==> src/rtl/alu_issue_capture_pkg.sv <==
// Shared constants for the ALU issue/capture stage: data width, ALU command
// map, FSM state encodings and the flag-masking helpers.
package alu_issue_capture_pkg;

  localparam int DATA_W = 32;

  typedef enum logic [2:0] {
    OP_ADD  = 3'd0,
    OP_SUB  = 3'd1,
    OP_XOR  = 3'd2,
    OP_SLT  = 3'd3,
    OP_AND  = 3'd4,
    OP_NAND = 3'd5,
    OP_NOR  = 3'd6,
    OP_OR   = 3'd7
  } alu_op_e;

  typedef enum logic [1:0] {
    IDLE   = 2'd0,
    SETTLE = 2'd1,
    HOLD   = 2'd2
  } state_e;

  // Carry only means something for the arithmetic commands.
  function automatic logic carry_used(input logic [2:0] op);
    return (op == OP_ADD) || (op == OP_SUB);
  endfunction

  function automatic logic overflow_used(input logic [2:0] op);
    return (op == OP_ADD) || (op == OP_SUB) || (op == OP_SLT);
  endfunction

endpackage

==> src/rtl/alu_issue_capture_if.sv <==
// Bundle of upstream, ALU-facing and downstream signals of the capture stage.
// slave is the stage itself; master is whatever surrounds it.
interface alu_issue_capture_if #(parameter int STAT_W = 16);
  import alu_issue_capture_pkg::*;

  logic              in_valid;
  logic              in_ready;
  logic [DATA_W-1:0] in_a;
  logic [DATA_W-1:0] in_b;
  logic [2:0]        in_op;

  logic [DATA_W-1:0] alu_a;
  logic [DATA_W-1:0] alu_b;
  logic [2:0]        alu_sel;
  logic [DATA_W-1:0] alu_out;
  logic              alu_carry;
  logic              alu_overflow;
  logic              alu_zero;

  logic              out_valid;
  logic              out_ready;
  logic [DATA_W-1:0] out_result;
  logic              out_carry;
  logic              out_overflow;
  logic              out_zero;
  logic [2:0]        out_op;
  logic [STAT_W-1:0] stat_ops;

  modport slave (
    input  in_valid, in_a, in_b, in_op,
    input  alu_out, alu_carry, alu_overflow, alu_zero,
    input  out_ready,
    output in_ready, alu_a, alu_b, alu_sel,
    output out_valid, out_result, out_carry, out_overflow, out_zero, out_op, stat_ops
  );

  modport master (
    output in_valid, in_a, in_b, in_op,
    output alu_out, alu_carry, alu_overflow, alu_zero,
    output out_ready,
    input  in_ready, alu_a, alu_b, alu_sel,
    input  out_valid, out_result, out_carry, out_overflow, out_zero, out_op, stat_ops
  );

endinterface

==> src/rtl/alu_issue_capture_settle_timer.sv <==
// Loadable down-counter that stops at zero; done marks the end of the
// window the ALU inputs must be held for.
module alu_issue_capture_settle_timer #(
  parameter int CNT_W = 8
) (
  input  logic             clk,
  input  logic             reset,
  input  logic             load,
  input  logic [CNT_W-1:0] load_val,
  output logic             done
);

  logic [CNT_W-1:0] cnt;

  always_ff @(posedge clk) begin
    if (reset) begin
      cnt <= '0;
    end else if (load) begin
      cnt <= load_val;
    end else if (cnt != '0) begin
      cnt <= cnt - CNT_W'(1);
    end
  end

  assign done = (cnt == '0);

endmodule

==> src/rtl/alu_issue_capture.sv <==
// Registers a transaction onto the gate-level ALU, waits out its ripple delay,
// captures result and masked flags, and hands them downstream over valid/ready.
module alu_issue_capture
  import alu_issue_capture_pkg::*;
#(
  parameter int SETTLE_CYCLES = 4,
  parameter int CNT_W         = 8,
  parameter int STAT_W        = 16
) (
  input logic                clk,
  input logic                reset,
  alu_issue_capture_if.slave bus
);

  state_e            state;
  logic [DATA_W-1:0] alu_a_q;
  logic [DATA_W-1:0] alu_b_q;
  logic [2:0]        alu_sel_q;
  logic              out_valid_q;
  logic [DATA_W-1:0] out_result_q;
  logic              out_carry_q;
  logic              out_overflow_q;
  logic              out_zero_q;
  logic [2:0]        out_op_q;
  logic [STAT_W-1:0] stat_q;
  logic              accept;
  logic              timer_done;

  // Ready depends only on state and the consumer, so a retire can overlap the next accept.
  assign bus.in_ready = (state == IDLE) || ((state == HOLD) && bus.out_ready);
  assign accept       = bus.in_valid && bus.in_ready;

  alu_issue_capture_settle_timer #(.CNT_W(CNT_W)) u_timer (
    .clk      (clk),
    .reset    (reset),
    .load     (accept),
    .load_val (CNT_W'(SETTLE_CYCLES - 1)),
    .done     (timer_done)
  );

  always_ff @(posedge clk) begin
    if (reset) begin
      state          <= IDLE;
      alu_a_q        <= '0;
      alu_b_q        <= '0;
      alu_sel_q      <= '0;
      out_valid_q    <= 1'b0;
      out_result_q   <= '0;
      out_carry_q    <= 1'b0;
      out_overflow_q <= 1'b0;
      out_zero_q     <= 1'b0;
      out_op_q       <= '0;
      stat_q         <= '0;
    end else begin
      if (accept) begin
        alu_a_q   <= bus.in_a;
        alu_b_q   <= bus.in_b;
        alu_sel_q <= bus.in_op;
      end
      case (state)
        IDLE: begin
          if (accept) state <= SETTLE;
        end
        SETTLE: begin
          if (timer_done) begin
            out_result_q   <= bus.alu_out;
            out_carry_q    <= bus.alu_carry & carry_used(alu_sel_q);
            out_overflow_q <= bus.alu_overflow & overflow_used(alu_sel_q);
            out_zero_q     <= bus.alu_zero;
            out_op_q       <= alu_sel_q;
            out_valid_q    <= 1'b1;
            state          <= HOLD;
          end
        end
        HOLD: begin
          if (bus.out_ready) begin
            out_valid_q <= 1'b0;
            stat_q      <= stat_q + STAT_W'(1);
            state       <= bus.in_valid ? SETTLE : IDLE;
          end
        end
        default: state <= IDLE;
      endcase
    end
  end

  assign bus.alu_a        = alu_a_q;
  assign bus.alu_b        = alu_b_q;
  assign bus.alu_sel      = alu_sel_q;
  assign bus.out_valid    = out_valid_q;
  assign bus.out_result   = out_result_q;
  assign bus.out_carry    = out_carry_q;
  assign bus.out_overflow = out_overflow_q;
  assign bus.out_zero     = out_zero_q;
  assign bus.out_op       = out_op_q;
  assign bus.stat_ops     = stat_q;

endmodule

==> src/flat_wrapper.sv <==
// flat-port wrapper written by rule: the top's interface ports become plain ports
module alu_issue_capture_flat import alu_issue_capture_pkg::*;
#(
  parameter int SETTLE_CYCLES = 4,
  parameter int CNT_W         = 8,
  parameter int STAT_W        = 16
)
  (clk, reset, bus_in_valid, bus_in_a, bus_in_b, bus_in_op, bus_alu_out, bus_alu_carry, bus_alu_overflow, bus_alu_zero, bus_out_ready, bus_in_ready, bus_alu_a, bus_alu_b, bus_alu_sel, bus_out_valid, bus_out_result, bus_out_carry, bus_out_overflow, bus_out_zero, bus_out_op, bus_stat_ops);
  alu_issue_capture_if #(.STAT_W(STAT_W)) bus_i ();
  input logic clk;
  input logic reset;
  input wire logic [$bits(bus_i.in_valid)-1:0] bus_in_valid;
  input wire logic [$bits(bus_i.in_a)-1:0] bus_in_a;
  input wire logic [$bits(bus_i.in_b)-1:0] bus_in_b;
  input wire logic [$bits(bus_i.in_op)-1:0] bus_in_op;
  input wire logic [$bits(bus_i.alu_out)-1:0] bus_alu_out;
  input wire logic [$bits(bus_i.alu_carry)-1:0] bus_alu_carry;
  input wire logic [$bits(bus_i.alu_overflow)-1:0] bus_alu_overflow;
  input wire logic [$bits(bus_i.alu_zero)-1:0] bus_alu_zero;
  input wire logic [$bits(bus_i.out_ready)-1:0] bus_out_ready;
  output wire logic [$bits(bus_i.in_ready)-1:0] bus_in_ready;
  output wire logic [$bits(bus_i.alu_a)-1:0] bus_alu_a;
  output wire logic [$bits(bus_i.alu_b)-1:0] bus_alu_b;
  output wire logic [$bits(bus_i.alu_sel)-1:0] bus_alu_sel;
  output wire logic [$bits(bus_i.out_valid)-1:0] bus_out_valid;
  output wire logic [$bits(bus_i.out_result)-1:0] bus_out_result;
  output wire logic [$bits(bus_i.out_carry)-1:0] bus_out_carry;
  output wire logic [$bits(bus_i.out_overflow)-1:0] bus_out_overflow;
  output wire logic [$bits(bus_i.out_zero)-1:0] bus_out_zero;
  output wire logic [$bits(bus_i.out_op)-1:0] bus_out_op;
  output wire logic [$bits(bus_i.stat_ops)-1:0] bus_stat_ops;
  assign bus_i.in_valid = bus_in_valid;
  assign bus_i.in_a = bus_in_a;
  assign bus_i.in_b = bus_in_b;
  assign bus_i.in_op = bus_in_op;
  assign bus_i.alu_out = bus_alu_out;
  assign bus_i.alu_carry = bus_alu_carry;
  assign bus_i.alu_overflow = bus_alu_overflow;
  assign bus_i.alu_zero = bus_alu_zero;
  assign bus_i.out_ready = bus_out_ready;
  assign bus_in_ready = bus_i.in_ready;
  assign bus_alu_a = bus_i.alu_a;
  assign bus_alu_b = bus_i.alu_b;
  assign bus_alu_sel = bus_i.alu_sel;
  assign bus_out_valid = bus_i.out_valid;
  assign bus_out_result = bus_i.out_result;
  assign bus_out_carry = bus_i.out_carry;
  assign bus_out_overflow = bus_i.out_overflow;
  assign bus_out_zero = bus_i.out_zero;
  assign bus_out_op = bus_i.out_op;
  assign bus_stat_ops = bus_i.stat_ops;
  alu_issue_capture #(.SETTLE_CYCLES(SETTLE_CYCLES), .CNT_W(CNT_W), .STAT_W(STAT_W)) u_core (.clk(clk), .reset(reset), .bus(bus_i));
endmodule
==> config.mk <==
export PLATFORM = sky130hd
export DESIGN_NAME = alu_issue_capture_flat
export DESIGN_NICKNAME = d
export VERILOG_FILES = /design/src/rtl/alu_issue_capture_pkg.sv /design/src/rtl/alu_issue_capture_if.sv /design/src/rtl/alu_issue_capture_settle_timer.sv /design/src/rtl/alu_issue_capture.sv /design/src/flat_wrapper.sv
export SDC_FILE = /design/constraint.sdc
export NUM_CORES = 1
export LEC_CHECK = 0
export CAP_MARGIN = 20
export CORE_ASPECT_RATIO = 1.75
export CORE_MARGIN = 8
export CORE_UTILIZATION = 25
export DETAILED_ROUTE_END_ITERATION = 12
export PLACE_DENSITY = 0.55
export SLEW_MARGIN = 20
export SYNTH_ARGS = -nofsm -noshare
export SYNTH_HDL_FRONTEND = slang
export SYNTH_HIERARCHICAL = 1
export SYNTH_SLANG_ARGS = --single-unit
export TNS_END_PERCENT = 20
==> constraint.sdc <==
create_clock -name clk -period 2.6 [get_ports clk]
set_clock_uncertainty 0.1 [all_clocks]
set_input_delay 0.52 -clock clk [delete_from_list [all_inputs] [get_ports clk]]
set_output_delay 0.52 -clock clk [all_outputs]
set_load 0.02 [all_outputs]
==> results of run 1 <==
report_power, final:
group	internal [W]	switching [W]	total (W)
Clock	0.00144	0.000828	0.00227
Combinational	0.000725	0.000794	0.00152
Sequential	0.00224	0.000147	0.00238
cell families after synthesis:
logic type / after synthesis
compound gates: 128
xor+xnor: 13
fa+ha+maj: 2
buf+inv: 51
flops: 132
mux: 5
other cells: 2
simple gates: 287
cell usage in the layout (no fill, tap or decap), drive strengths merged, types with 3 or more instances in the layout:
master and n:
clkbuf 23, buf 15, nand3 10, xnor2 7, clkinv 4, clkdlybuf4s50 226
nor2b 4, nor4 4, mux2i 3, nor2 20, o32ai 4, a21oi 114
xor2 6, dfxtp 132, or3 3, inv 10, nor3 8, nand2 221
conb 8
final cells by class:
class                           instances  share of cell area, %
Sequential cell                       132                  32.56
Timing Repair Buffer                  242                  30.03
Multi-Input combinational cell        443                  26.42
Clock buffer                           23                  5.765
Tap cell                              245                  3.777
Clock inverter                          6                 0.9866
Inverter                               10                 0.4625
critical path: stages:
cell and delay (ps):
clkdlybuf4s50_1 580, inv_1 80, a21oi_1 140, dlymetal6s2s_1 240
flip-flops by register name, summed over array words and instances, names as in the netlist:
name,count
u_core/bus.alu_a,32
u_core/bus.alu_b,32
u_core/bus.out_result,32
u_core/bus.stat_ops,16
u_core/u_timer/cnt,8
u_core/bus.alu_sel,3
u_core/bus.out_op,3
u_core/state,2
u_core/bus.out_carry,1
u_core/bus.out_overflow,1
u_core/bus.out_valid,1
u_core/bus.out_zero,1
worst paths after layout:
kind / from / to
hold / removal: u_core/bus.alu_b[1] / u_core/bus.alu_b[1]
setup reg to reg: u_core/u_timer/cnt[3] / u_core/bus.out_overflow
hold reg to reg: u_core/bus.alu_b[1] / u_core/bus.alu_b[1]
setup / recovery: bus_out_ready / bus_in_ready
through the flow:
stage,utilization [%],setup slack (ps)
global route,41.30,366.3
finish,41.30,420.8
detailed placement,38.50,27.46
CTS,41.28,13.32
floorplan,-,504.3
global placement,38.50,9.903
per-layer routing:
layer  GRT usage, %  vias to the layer above  wire length (µm)
met2          25.57                      130              9390
met3          4.145                       24               939
met1          13.78                     2183              6470
li1               -                     2482                 -
met4          6.127                        2               364
met5              0                        -                13
==> qor.yml, run 1 <==
worst_setup_path:
  cp-end-kind: "output pin"
  critPathKind: "in2out"
  start_kind: "input port"
  crit_required_ps: 1980
  reg2reg_depth: 6
  r2r_slack_ps: 580
  cp.arrival_ps: 1560
  path_max_fanout: 5
yosys:
  synth-simple-area-share_pct: 24.91
  syn_area_um2: 4979
  synth_mux_area_share_pct: 1.056
  synth_edf_count: 0
  yosys.area_share.xor_xnor_pct: 2.287
  synth_top_family_by_area: "simple AND/OR/NAND/NOR gates"
  dominantRegCellSynth: "dfxtp_1"
  yosys.area_share.adder_pct: 0.5026
  ys_ff_latch: 132
  ys_seq_area_share_pct: 53.08
  yosys-top-cells-count: "nand2_1, dfxtp_1, a21oi_1, clkbuf_1, nor2_1"
  async_reset_ff_share_pct: 0
  ys_top_cells_by_area: "dfxtp_1, nand2_1, a21oi_1"
  synth_top_cell_by_area: "dfxtp_1"
  synth_compound_area_share_pct: 13.72
  yosysMostFrequentCell: "nand2_1"
  avgSynthCellArea_um2: 8.030
  postSynthCellCount: 620
  yosys_warnings: 6
  synth_cell_types: 49
  synth_top_area_share_pct: 53.08
global_routing:
  grt_pass1_vias: 4772
  gr-total-overflow: 0
  grt_pass1_wl_um: 26510
  grt_max_degree: 60
  grt_antenna_before_repair: 1
  grt_use_total_pct: 13.89
timing:
  tightest_slew_ps: 660.0
  finalHoldViolCount: 0
  period_minus_slack_ps: 2179
  fmax_ghz: 0.4589
  setup_viol: 0
  relSlewSlack_pct: 56.00
  hold_ws_ps: 349.7
  maxSlewViolCount: 0
  setup_tns_ps: 0
  fin_crit_sh_pct: 83.82
  rsz0062_at_grt: "no"
power:
  p_per_area_nw_per_um2: 759.8
  fin_total_pwr_w: 0.006167
  leakage_nw: 2.934
  ir_worst_vdd_v: 0.0004306
clock_network:
  clk_latency_ps: 410
  path_clk_slew_ps: 50
  postCtsSetupRepairBufs: 0
  tritoncts: "built"
  cts_buffer_depth: 2
  cts_resized: 0
  clock-sinks: 132
  cts.htree.levels: 4
  cts_buffers: 17
  cts-root-buf: "clkbuf_16"
  cts_hold_buf: 0
placed_design:
  port_buffers: 228
  post-place-cells: 1072
  place_hpwl_um: 12700
  post_dp_cell_area_um2: 7566
  place_congestion: 0.7360
finish:
  antenna_cells: 0
  final_cell_area_um2: 8117
  seqCellArea_um2: 2643
  final_cells: 1101
  multiInputGateArea_um2: 2145
  filler_cell_count: 2014
  drive_above_1_share_pct: 6.075
  nNetsFinal: 954
  area_growth_pct: 63.03
die:
  die_w_um: 122.7
  rows: 68
  initial_core_util_pct: 25.33
  ios: 229
  die_h_um: 202.7
  core-area_um2: 19650
  die_area_um2: 24860
min_path:
  hold-path-cell-count: 2
  hp-class: "reg2reg"
job:
  maxCapViolations: 0
routing:
  vias: 4821
  route.detailed.drc: 0
  routed_via_density: 4.379
  drt_iter0_drc: 267
  detail_route.wl_per_cell_um: 15.60
  ant_nets: 0
  dr.pass1.iters: 4
  wl_um: 17180
outcome:
  status: "completed"
Note: power is estimated with default switching activity, not from simulation.
==> inputs of run 2 (changes only) <==
==> constraint.sdc (replaced) <==
create_clock -name clk -period 2.2 [get_ports clk]
set_clock_uncertainty 0.1 [all_clocks]
set_input_delay 0.44 -clock clk [delete_from_list [all_inputs] [get_ports clk]]
set_output_delay 0.44 -clock clk [all_outputs]
set_load 0.02 [all_outputs]
==> run 2 against run 1 <==
- flip-flop and latch count unchanged
- die area unchanged
- via count grew 1.1%
- sequential power grew 18%
- register-to-register slack lost 380 ps
- sequential share of layout area decreased by 0.40 points
- wire length up 1.2%
- core utilization up 0.51 points
- clock-buffer cell count grew 1
- setup slack worse by 310 ps
- total power is 20% higher
- first-iteration DRC count down 25%
- critical endpoint unchanged
- largest power group unchanged
==> qor.yml, run 2 (synthesized netlist as in run 1, its figures left out) <==
worst_setup_path:
  path_max_fanout: 3
  start_kind: "input port"
  cp.arrival_ps: 1540
  reg2reg_depth: 6
  cp-end-kind: "output pin"
  crit_required_ps: 1660
  critPathKind: "in2out"
clock_network:
  clk_latency_ps: 420
  cts_buffers: 17
  cts-root-buf: "clkbuf_16"
  postCtsSetupRepairBufs: 0
  cts_buffer_depth: 2
  cts.htree.levels: 4
  tritoncts: "built"
  clock-sinks: 132
  path_clk_slew_ps: 50
timing:
  tightest_slew_ps: 590.9
  relSlewSlack_pct: 60.60
  finalHoldViolCount: 0
  rsz0062_at_grt: "no"
  maxSlewViolCount: 0
  setup_viol: 0
  setup_tns_ps: 0
  fin_crit_sh_pct: 94.75
  period_minus_slack_ps: 2084
  hold_ws_ps: 348.7
  fmax_ghz: 0.4797
routing:
  dr.pass1.iters: 4
  detail_route.wl_per_cell_um: 15.61
  vias: 4875
  drt_iter0_drc: 199
  route.detailed.drc: 0
  ant_nets: 0
  wl_um: 17380
  routed_via_density: 4.380
finish:
  nNetsFinal: 965
  utilization_pct: 41.81
  mostFrequentLayoutCells: "clkdlybuf4s50_1, nand2_1, dfxtp_1"
  final_cells: 1113
  final_common_cell: "clkdlybuf4s50_1"
  seqCellArea_um2: 2643
  drive_above_1_share_pct: 7.382
  multiInputGateArea_um2: 2145
  filler_cell_count: 1998
  area_growth_pct: 65.04
power:
  p_per_area_nw_per_um2: 899.0
  ir_worst_vdd_v: 0.0004819
  fin_total_pwr_w: 0.007387
  leakage_nw: 2.990
global_routing:
  grt_max_degree: 55
  grt_pass1_wl_um: 26540
  grt_antenna_before_repair: 2
  grt_use_total_pct: 13.95
  grt_pass1_vias: 4701
  gr-total-overflow: 0
job:
  maxCapViolations: 0
die:
  die_w_um: 122.7
  rows: 68
  initial_core_util_pct: 25.33
  die_h_um: 202.7
  die_area_um2: 24860
  ios: 229
  core-area_um2: 19650
placed_design:
  place_congestion: 0.7582
  post-place-cells: 1083
  place_hpwl_um: 12970
  port_buffers: 228
outcome:
  status: "completed"
min_path:
  hp-class: "reg2reg"
  hold-path-cell-count: 2
-- run 2: worst max-delay path, cell delays in order --
cell,delay (ps)
clkdlybuf4s50_1,540
inv_1,80
a21oi_1,140
dlygate4sd2_1,350
-- run 2: final cells by class --
cell class | instances | share of cell area (%)
sequential | 132 | 32.16
timing repair buffer | 253 | 30.62
multi-input combinational | 443 | 26.10
clock buffer | 24 | 5.984
tap | 245 | 3.731
clock inverter | 5 | 0.9137
inverter | 10 | 0.4568
antenna | 1 | 0.03046
-- run 2: path summary, 6_finish.rpt --
check                                          startpoint                         to  slack (ps)
worst min-delay path            u_core/bus.out_result[11]  u_core/bus.out_result[11]         350
worst min register to register  u_core/bus.out_result[11]  u_core/bus.out_result[11]         350
worst max register to register      u_core/u_timer/cnt[3]    u_core/bus.out_overflow         200
worst max-delay path                        bus_out_ready               bus_in_ready         120
-- run 2: timing repair --
item                                    in CTS  in global routing
endpoints found under the setup margin       1                  0
hold buffers                                 0                  0
gates resized for setup                      1                  0
-- run 2: power by group --
| group | switching, W | leakage [nW] | total, W | internal (W) |
|---|---|---|---|---|
| registers | 0.000177 | 1.08 | 0.00282 | 0.00264 |
| logic | 0.000943 | 1.63 | 0.00181 | 0.000871 |
| clock network | 0.000991 | 0.282 | 0.00275 | 0.00176 |
| total | 0.00211 | 2.99 | 0.00739 | 0.00528 |
-- run 2: routing by layer --
metal  vias up  share of wire (%)  track usage, %
met5         -              0.075               0
met4         2                2.3           6.258
met3        23                5.1           3.811
met2       143                 56           26.04
met1      2209                 37           13.70
li1       2498                  -               -
-- run 2: through the flow --
step                      instance area, µm²  setup WS, ps
after floorplan                         5001         104.3
after global placement                  7649        -173.3
after detailed placement                7649        -171.3
after CTS                               8214         96.84
after global routing                    8217         4.861
final                                   8217         115.5
